**config.mk**
```make
export PLATFORM = sky130hd
export DESIGN_NAME = fetch_unit
export DESIGN_NICKNAME = d
export VERILOG_FILES = /design/src/rtl/fetch_unit.sv
export SDC_FILE = /design/constraint.sdc
export NUM_CORES = 1
export LEC_CHECK = 0
export CAP_MARGIN = 0
export CORE_MARGIN = 2
export CORE_UTILIZATION = 34
export CTS_BUF_LIST = sky130_fd_sc_hd__clkbuf_16
export CTS_CLUSTER_DIAMETER = 150
export DETAILED_ROUTE_END_ITERATION = 8
export SLEW_MARGIN = 40
export SYNTH_ARGS = -nofsm -noshare
export SYNTH_HDL_FRONTEND = slang
export SYNTH_SLANG_ARGS = --single-unit
export TNS_END_PERCENT = 100
```
**constraint.sdc**
```tcl
create_clock -name CLK -period 3.1 [get_ports CLK]
set_clock_uncertainty 0.15 [all_clocks]
set_input_delay 0.775 -clock CLK [delete_from_list [all_inputs] [get_ports CLK]]
set_output_delay 0.775 -clock CLK [all_outputs]
set_load 0.005 [all_outputs]
```
**src/rtl/fetch_unit.sv**
```systemverilog
// Instruction-fetch stage: owns the PC, reads the icache and feeds the IF/ID latch,
// with a one-entry hold buffer for stalls plus redirect and halt handling.
module fetch_unit #(
    parameter logic [31:0] PC_INIT = 32'h0000_0000
) (
    input  logic        CLK,
    input  logic        nRST,
    input  logic        ihit,
    input  logic [31:0] imemload,
    output logic        imemREN,
    output logic [31:0] imemaddr,
    input  logic        stall,
    input  logic        redirect,
    input  logic [31:0] redirect_pc,
    input  logic        halt,
    output logic [31:0] imemaddr_if,
    output logic [31:0] imemload_if,
    output logic        fetch_valid
);

    typedef enum logic [1:0] {
        FETCH  = 2'd0,
        HOLD   = 2'd1,
        HALTED = 2'd2
    } state_t;

    state_t      state;
    // Only the word index is stored, so pc[1:0] is structurally 00 and +4 wraps mod 2^32.
    logic [29:0] pc_word;
    logic [31:0] hold_addr;
    logic [31:0] hold_instr;

    assign imemaddr = {pc_word, 2'b00};
    assign imemREN  = (state == FETCH);

    always_ff @(posedge CLK or negedge nRST) begin
        if (!nRST) begin
            state       <= FETCH;
            pc_word     <= PC_INIT[31:2];
            hold_addr   <= '0;
            hold_instr  <= '0;
            imemaddr_if <= '0;
            imemload_if <= '0;
            fetch_valid <= 1'b0;
        end else if (halt || state == HALTED) begin
            state       <= HALTED;
            fetch_valid <= 1'b0;
        end else if (redirect) begin
            // Leaving HOLD abandons the buffered wrong-path instruction.
            pc_word     <= redirect_pc[31:2];
            state       <= FETCH;
            fetch_valid <= 1'b0;
        end else begin
            case (state)
                FETCH: begin
                    if (ihit) begin
                        pc_word <= pc_word + 30'd1;
                        if (stall) begin
                            hold_addr  <= imemaddr;
                            hold_instr <= imemload;
                            state      <= HOLD;
                        end else begin
                            imemaddr_if <= imemaddr;
                            imemload_if <= imemload;
                            fetch_valid <= 1'b1;
                        end
                    end else if (!stall) begin
                        fetch_valid <= 1'b0;
                    end
                end
                HOLD: begin
                    if (!stall) begin
                        imemaddr_if <= hold_addr;
                        imemload_if <= hold_instr;
                        fetch_valid <= 1'b1;
                        state       <= FETCH;
                    end
                end
                default: begin
                    state <= HALTED;
                end
            endcase
        end
    end

endmodule

```
==> impl_metrics.ini, run 1 <==
[sta]
fin_crit_sh_pct = 87.2
setup_viol = 0
drv_slew = 0
relSlewSlack_pct = 61.1
holdWs_ns = 0.166
rsz0062_at_grt = no
period_minus_slack_ns = 2.70
hold_violations = 0
fin_tns_setup_ns = 0
fmax_ghz = 0.370
worst_pin_slew_ns = 0.582

[cells_and_area]
drive_gt1_share_pct = 12.8
n_antenna_cell = 0
syn2layout_area_growth_pct = 34.3
num-nets-final = 877

[min_path]
hold_path_class = in2async

[yosys]
syn_area_um2 = 7210
synth_largest_area_cell = dfrtp_1
ys.flop_type = dfrtp_1
yosysUniqueCellTypes = 42
async_reset_ff_share_pct = 100
synth-seq-area-share_pct = 54.5
avgSynthCellArea_um2 = 11.0
syn_inst = 656
yosys_warnings = 0
synthTopCellsByArea = dfrtp_1 (54%), mux2i_1 (10%), mux2_2 (8.6%), o21ai_0 (4.9%), nand2_1 (4.8%)
ys_ff_latch = 157
yosysTopAreaCellShare_pct = 54.5
synth_edf_count = 0

[power_and_ir_drop]
comb_power_share_pct = 5.2
pwr-share-seq_pct = 50.4
p_int_mw = 3.18
power_density_nw_per_um2 = 424
p_leak_nw = 4.10
p_clk_share_pct = 44.3
netSwitchingFraction_pct = 22.6
ir_drop_mv = 0.335
p_sw_mw = 0.927

[floorplan]
dieArea_um2 = 22400
fp.dieW_um = 150
rows = 53
coreArea_um2 = 20900
io_pins = 168
initial_utilization_pct = 34.5
dieHeight_um = 150

[critical_path]
cp-start-kind = flop
critPathArrivalTime_ns = 1.78
endpoint_kind = output port
worstPathRequired_ns = 2.17
crit_type = reg2out
crit_fanout = 8

[drt]
viasPerCell = 4.96
postRouteAntennaNets = 0
vias = 5423
drt_pass1_iterations = 4
wl_mm = 17.7
wire_per_inst_um = 16.2
drc = 0
drt_iter0_drc = 201

[clocking]
postCtsSetupBuffers = 0
post_cts_resized = 0
insertion_delay_ns = 0.42
cts_tree = done
clockRootBuffer = clkbuf_16
ctsHtreeMaxLevel = 4
cts_hold_buf = 0
path_clk_slew_ns = 0.06
cts_sinks = 157
clockBufferDepth = 2
cts_buffers = 17

[global_routing]
antenna_found_initial = 1
grt_usage_pct = 16.3
gr-total-overflow = 0
grt_pass1_vias = 5286
grt_max_degree = 125
grt_pass1_wl_mm = 28.7

[status]
status = complete, no violations

[place]
dp_hpwl_mm = 11.7
globalplace.congestion = 0.735
io_buffers = 161

[run]
maxCapViolations = 0
==> cell usage after synthesis, types with 12 or more instances <==
cell type	instances
clkbuf_1	19
buf_2	25
mux2i_1	73
mux2_2	55
o21ai_0	70
o22ai_1	15
and3_1	14
a21oi_1	25
nor2_1	12
nor3_1	14
dfrtp_1	157
nand2_1	93
==> worst paths after layout <==
kind | start | to | slack (ns) | cells after the start
max | state[1] | imemREN | 0.40 | 2
min | nRST | imemload_if[23] | 0.17 | 1
max reg2reg | pc_word[0] | pc_word[16] | 0.56 | 6
min reg2reg | imemload_if[23] | imemload_if[23] | 0.33 | 2
max in group asynchronous | nRST | state[1] | 1.97 | 2
min in group CLK | imemload_if[23] | imemload_if[23] | 0.33 | 2
==> power groups by stage <==
stage          combinational (mW)  clock, mW  sequential (mW)
3_3_place_gp                0.219          0             2.11
6_report                    0.215       1.82             2.07
5_1_grt                     0.238       1.98             2.07
2_1_floorplan              0.0454          0             2.11
3_5_place_dp                0.219          0             2.11
4_1_cts                     0.221       1.89             2.07
==> through the flow <==
| stage | setup WS [ns] | instance area [um2] | total power [mW] | std cells | utilization [%] |
|---|---|---|---|---|---|
| after global placement | 0.363 | 9180 | 2.33 | 1062 | 43.9 |
| after floorplan | 0.778 | 7220 | 2.15 | 659 | - |
| final | 0.396 | 9690 | 4.11 | 1094 | 46.4 |
| after CTS | 0.334 | 9690 | 4.18 | 1094 | 46.4 |
| after detailed placement | 0.308 | 9180 | 2.33 | 1062 | 43.9 |
| after global routing | 0.283 | 9690 | 4.29 | 1094 | 46.4 |
==> flip-flops by register name (all words and copies together), names as in the netlist <==
| name | flops |
|---|---|
| hold_instr | 32 |
| imemload_if | 32 |
| hold_addr | 30 |
| imemaddr_if | 30 |
| pc_word | 30 |
| state | 2 |
| fetch_valid | 1 |
==> cell usage in the layout (no fill, tap or decap), types with 6 or more instances in the layout <==
cell / instances
dfrtp_1: 157
inv_1: 8
mux2i_1: 73
a22oi_1: 8
clkdlybuf4s50_1: 160
o22ai_1: 15
clkbuf_16: 17
buf_4: 10
clkinv_2: 6
nand4_1: 6
and3_1: 14
mux2_2: 55
buf_12: 7
nor3_1: 14
a21oi_1: 25
nand2_1: 93
nor2_1: 12
nand3_1: 10
o21ai_0: 70
==> cell families after synthesis <==
kind of cell / count (synthesis) / synth area share [%]
and+or+nand+nor: 171 / 11.2
AOI/OAI and AO/OA: 138 / 11.1
other: 1 / 0.0520
DFF: 157 / 54.5
muxes: 133 / 19.5
adders and majority gates: 1 / 0.173
buffers and inverters: 55 / 3.50
==> worst max-delay path: stages (launching register included) <==
cell and delay, ns:
dfrtp_1 0.50, nor2_1 0.28, clkdlybuf4s50_1 0.59
==> area by class of cell <==
| type | count | area, um2 |
|---|---|---|
| multi-input combinational | 447 | 3060 |
| clock buffer | 17 | 425 |
| clock inverter | 15 | 83.8 |
| inverter | 5 | 18.8 |
| timing repair buffer | 178 | 1830 |
| sequential | 157 | 3930 |
| tap | 275 | 344 |
| fill | 1991 | 11200 |
==> per-layer routing <==
metal  track usage, %  vias up  routed length (um)
li1                 -     2656                   -
met1             22.3     2612                8540
met2             25.0      142                7830
met3             5.88       11                1190
met4             3.49        2                 151
met5                0        -                  13
Power figures use the tool's default switching activity.
==> inputs of run 2 (changes only) <==
--- a/config.mk
+++ b/config.mk
@@ -6,10 +6,10 @@
 export NUM_CORES = 1
 export LEC_CHECK = 0
 export CAP_MARGIN = 0
-export CORE_MARGIN = 2
 export CORE_UTILIZATION = 34
 export CTS_BUF_LIST = sky130_fd_sc_hd__clkbuf_16
 export CTS_CLUSTER_DIAMETER = 150
+export CTS_CLUSTER_SIZE = 28
 export DETAILED_ROUTE_END_ITERATION = 8
 export SLEW_MARGIN = 40
 export SYNTH_ARGS = -nofsm -noshare
==> impl_metrics.ini, run 2 (synthesized netlist as in run 1, its figures left out) <==
[status]
status = complete, no violations

[sta]
rsz0062_at_grt = no
relSlewSlack_pct = 62.2
drv_slew = 0
hold_violations = 0
fin_tns_setup_ns = 0
setup_viol = 0
worst_pin_slew_ns = 0.568
period_minus_slack_ns = 2.74
fin_crit_sh_pct = 88.4
holdWs_ns = 0.140
fmax_ghz = 0.365
layout_setup_ws_ns = 0.359

[power_and_ir_drop]
pwr-share-seq_pct = 47.3
p_sw_mw = 0.950
total_power_mw = 4.38
p_leak_nw = 4.14
p_clk_share_pct = 47.8
p_int_mw = 3.43
comb_power_share_pct = 4.9
netSwitchingFraction_pct = 21.7
power_density_nw_per_um2 = 447
ir_drop_mv = 0.331

[floorplan]
fp.dieW_um = 148
coreArea_um2 = 20500
dieHeight_um = 148
initial_utilization_pct = 35.2
io_pins = 168
dieArea_um2 = 21800
rows = 52

[clocking]
cts_tree = done
insertion_delay_ns = 0.42
post_cts_resized = 0
cts_hold_buf = 0
path_clk_slew_ns = 0.07
ctsHtreeMaxLevel = 4
cts_sinks = 157
clockRootBuffer = clkbuf_16
postCtsSetupBuffers = 0
cts_buffers = 17
clockBufferDepth = 2

[critical_path]
worstPathRequired_ns = 2.17
cp-start-kind = flop
crit_type = reg2out
r2r_setup_slack_ns = 0.73
endpoint_kind = output port
critPathArrivalTime_ns = 1.82
crit_fanout = 8

[cells_and_area]
final_cells = 1091
n_antenna_cell = 0
final_cell_mix = clkdlybuf4s50_1 (160), dfrtp_1 (157), nand2_1 (93)
final_area_um2 = 9790
syn2layout_area_growth_pct = 35.7
drive_gt1_share_pct = 13.0
fin_util_pct = 47.8
largest_registers = hold_instr: 32 flops, imemload_if: 32 flops
final_common_cell = clkdlybuf4s50_1
num-nets-final = 880

[global_routing]
grt_max_degree = 77
antenna_found_initial = 0
grt_pass1_vias = 5515
grt_usage_pct = 17.3
gr-total-overflow = 0
grt_pass1_wl_mm = 29.8

[place]
post-place-ws_ns = 0.284
io_buffers = 161
placed_cells = 1060
dp_hpwl_mm = 11.9
dpl-instance-area_um2 = 9210
globalplace.congestion = 0.769

[min_path]
hold_path_class = in2async

[drt]
viasPerCell = 4.99
drt_iter0_drc = 213
vias = 5444
wl_mm = 17.9
postRouteAntennaNets = 0
drt_pass1_iterations = 4
drc = 0
wire_per_inst_um = 16.5

[run]
maxCapViolations = 0
## run 2: cell count changes in the layout (fill, tap and decap cells not counted), sizes merged
| cell | delta |
|---|---|
| buf | +3 |
| bufinv | +3 |
| clkinv | -1 |
| clkinvlp | -1 |
| inv | -2 |
## run 2: power by group through the flow
stage / Clock (mW) / Combinational [mW] / Sequential (mW)
floorplan: 0 / 0.0454 / 2.11
global placement: 0 / 0.218 / 2.11
detailed placement: 0 / 0.219 / 2.11
CTS: 2.15 / 0.220 / 2.07
global route: 2.23 / 0.240 / 2.07
finish: 2.09 / 0.214 / 2.07
## run 2: worst paths after layout
path,startpoint,end,cells after the start
setup reg to reg,pc_word[0],pc_word[26],7
max in group asynchronous,nRST,imemaddr_if[30],2
hold reg to reg,imemload_if[9],imemload_if[9],2
setup / recovery,state[1],imemREN,2
hold / removal,nRST,imemload_if[7],1
min in group CLK,imemload_if[9],imemload_if[9],2
## run 2: cell type report
cell class | count | area (um2)
clock buffer | 17 | 425
clock inverter | 14 | 155
fill | 1998 | 10700
inverter | 5 | 18.8
multi-input combinational | 447 | 3060
sequential | 157 | 3930
tap | 270 | 338
timing repair buffer | 181 | 1860
## run 2: layer usage
layer  track usage, %  routed length [um]  up-vias
met2             26.4                7880      137
met4             5.10                 215        0
li1                 -                   -     2658
met3             5.06                1220       17
met5                0                   0        -
met1             23.7                8640     2632
## run 2: worst max-delay path: stages (launching register included)
cell	delay [ns]
dfrtp_1	0.50
nor2_1	0.30
clkdlybuf4s50_1	0.60
==> inputs of run 3 (changes only) <==
--- a/config.mk
+++ b/config.mk
@@ -11,6 +11,7 @@
 export CTS_CLUSTER_DIAMETER = 150
 export CTS_CLUSTER_SIZE = 28
 export DETAILED_ROUTE_END_ITERATION = 8
+export MAX_ROUTING_LAYER = met4
 export SLEW_MARGIN = 40
 export SYNTH_ARGS = -nofsm -noshare
 export SYNTH_HDL_FRONTEND = slang
==> impl_metrics.ini, run 3 (synthesized netlist as in run 1, its figures left out) <==
[clocking]
insertion_delay_ns = 0.42
cts_tree = done
path_clk_slew_ns = 0.06
clockRootBuffer = clkbuf_16
post_cts_resized = 0
cts_hold_buf = 0
ctsHtreeMaxLevel = 4
cts_sinks = 157
cts_buffers = 17
clockBufferDepth = 2
postCtsSetupBuffers = 0

[power_and_ir_drop]
p_leak_nw = 4.14
power_density_nw_per_um2 = 447
ir_drop_mv = 0.336

[sta]
fin_tns_setup_ns = 0
fmax_ghz = 0.368
fin_crit_sh_pct = 87.8
rsz0062_at_grt = no
hold_violations = 0
period_minus_slack_ns = 2.72
worst_pin_slew_ns = 0.569
setup_viol = 0
relSlewSlack_pct = 62.1
drv_slew = 0

[floorplan]
dieArea_um2 = 21800
initial_utilization_pct = 35.2
dieHeight_um = 148
fp.dieW_um = 148
io_pins = 168
coreArea_um2 = 20500
rows = 52

[cells_and_area]
fin_util_pct = 47.8
final_cell_mix = clkdlybuf4s50_1 (160), dfrtp_1 (157), nand2_1 (93)
largest_registers = hold_instr: 32 flops, imemload_if: 32 flops
num-nets-final = 880
fill_cells = 1998
drive_gt1_share_pct = 13.0
syn2layout_area_growth_pct = 35.7
final_common_cell = clkdlybuf4s50_1
n_antenna_cell = 0

[run]
maxCapViolations = 0

[critical_path]
startpoint = state[1]
r2r_setup_slack_ns = 0.73
cp_num_buf_inv = 1
cp-start-kind = flop
endpoint = imemREN
critPathArrivalTime_ns = 1.80
worstPathRequired_ns = 2.17
crit_fanout = 8
crit_type = reg2out
reg2reg_depth = 7
path_depth = 2
critPathSlowestCell = clkdlybuf4s50_1
crit_family = buffers and inverters
r2r-start = pc_word[0]
max_stage_delay_ns = 0.59
endpoint_kind = output port
regToRegEndpoint = pc_word[26]
crit_chain = nor2_1 -> clkdlybuf4s50_1

[global_routing]
grt_usage_pct = 17.8
grt_pass1_vias = 5524
grt_max_degree = 77
antenna_found_initial = 0
gr-total-overflow = 0
grt_pass1_wl_mm = 29.8

[place]
dp_hpwl_mm = 11.9
io_buffers = 161
globalplace.congestion = 0.779

[drt]
wl_mm = 18.0
viasPerCell = 4.99
drt_pass1_iterations = 4
wire_per_inst_um = 16.5
drt_iter0_drc = 210
postRouteAntennaNets = 0
vias = 5447
drc = 0

[min_path]
hold_path_class = in2async

[status]
status = complete, no violations
## run 3: how the worst min path moves through the flow
stage                         from              to  slack [ns]  cells past startpoint
floorplan            hold_addr[25]   hold_addr[25]        0.30                      2
global placement    imemload_if[4]  imemload_if[4]        0.31                      2
detailed placement  imemload_if[9]  imemload_if[9]        0.32                      2
CTS                           nRST  imemload_if[7]        0.17                      1
global route                  nRST  imemload_if[7]        0.19                      1
finish                        nRST  imemload_if[7]        0.14                      1
## run 3: metrics by stage
step	total power, mW	cell area [um2]	std cells	setup slack, ns	hold slack, ns
5_1_grt	4.55	9790	1091	0.255	0.193
2_1_floorplan	2.15	7220	659	0.778	0.300
6_report	4.38	9790	1091	0.380	0.140
4_1_cts	4.45	9790	1091	0.332	0.169
3_5_place_dp	2.33	9210	1060	0.284	0.319
3_3_place_gp	2.33	9210	1060	0.311	0.310
## run 3: layout make-up
type | count | area, um2 | share of cell area [%]
multi-input cells | 447 | 3060 | 31.3
clock buffers | 17 | 425 | 4.35
repair buffers | 181 | 1860 | 19.0
clock inverters | 14 | 155 | 1.58
inverters | 5 | 18.8 | 0.192
flip-flops and latches | 157 | 3930 | 40.1
well taps | 270 | 338 | 3.45
## run 3: layer usage
metal	wire [um]	share of wire (%)	track usage [%]
met5	0	0	-
met4	213	1.2	5.26
met3	1120	6.2	4.38
met2	7990	44	26.5
met1	8650	48	24.0
## run 3: where the power goes
part	switching, mW	leakage (nW)	internal [mW]
registers	0.0103	2.12	2.06
logic	0.0959	1.74	0.118
clock network	0.845	0.282	1.25
total	0.951	4.14	3.43
## run 3: worst register-to-register path, cell delays in order (launching register included)
cell	delay, ns
dfrtp_1	0.50
ha_1	0.28
and3_1	0.27
nand4_1	0.12
buf_4	0.21
nor4_1	0.34
mux2i_1	0.28
a21oi_1	0.10
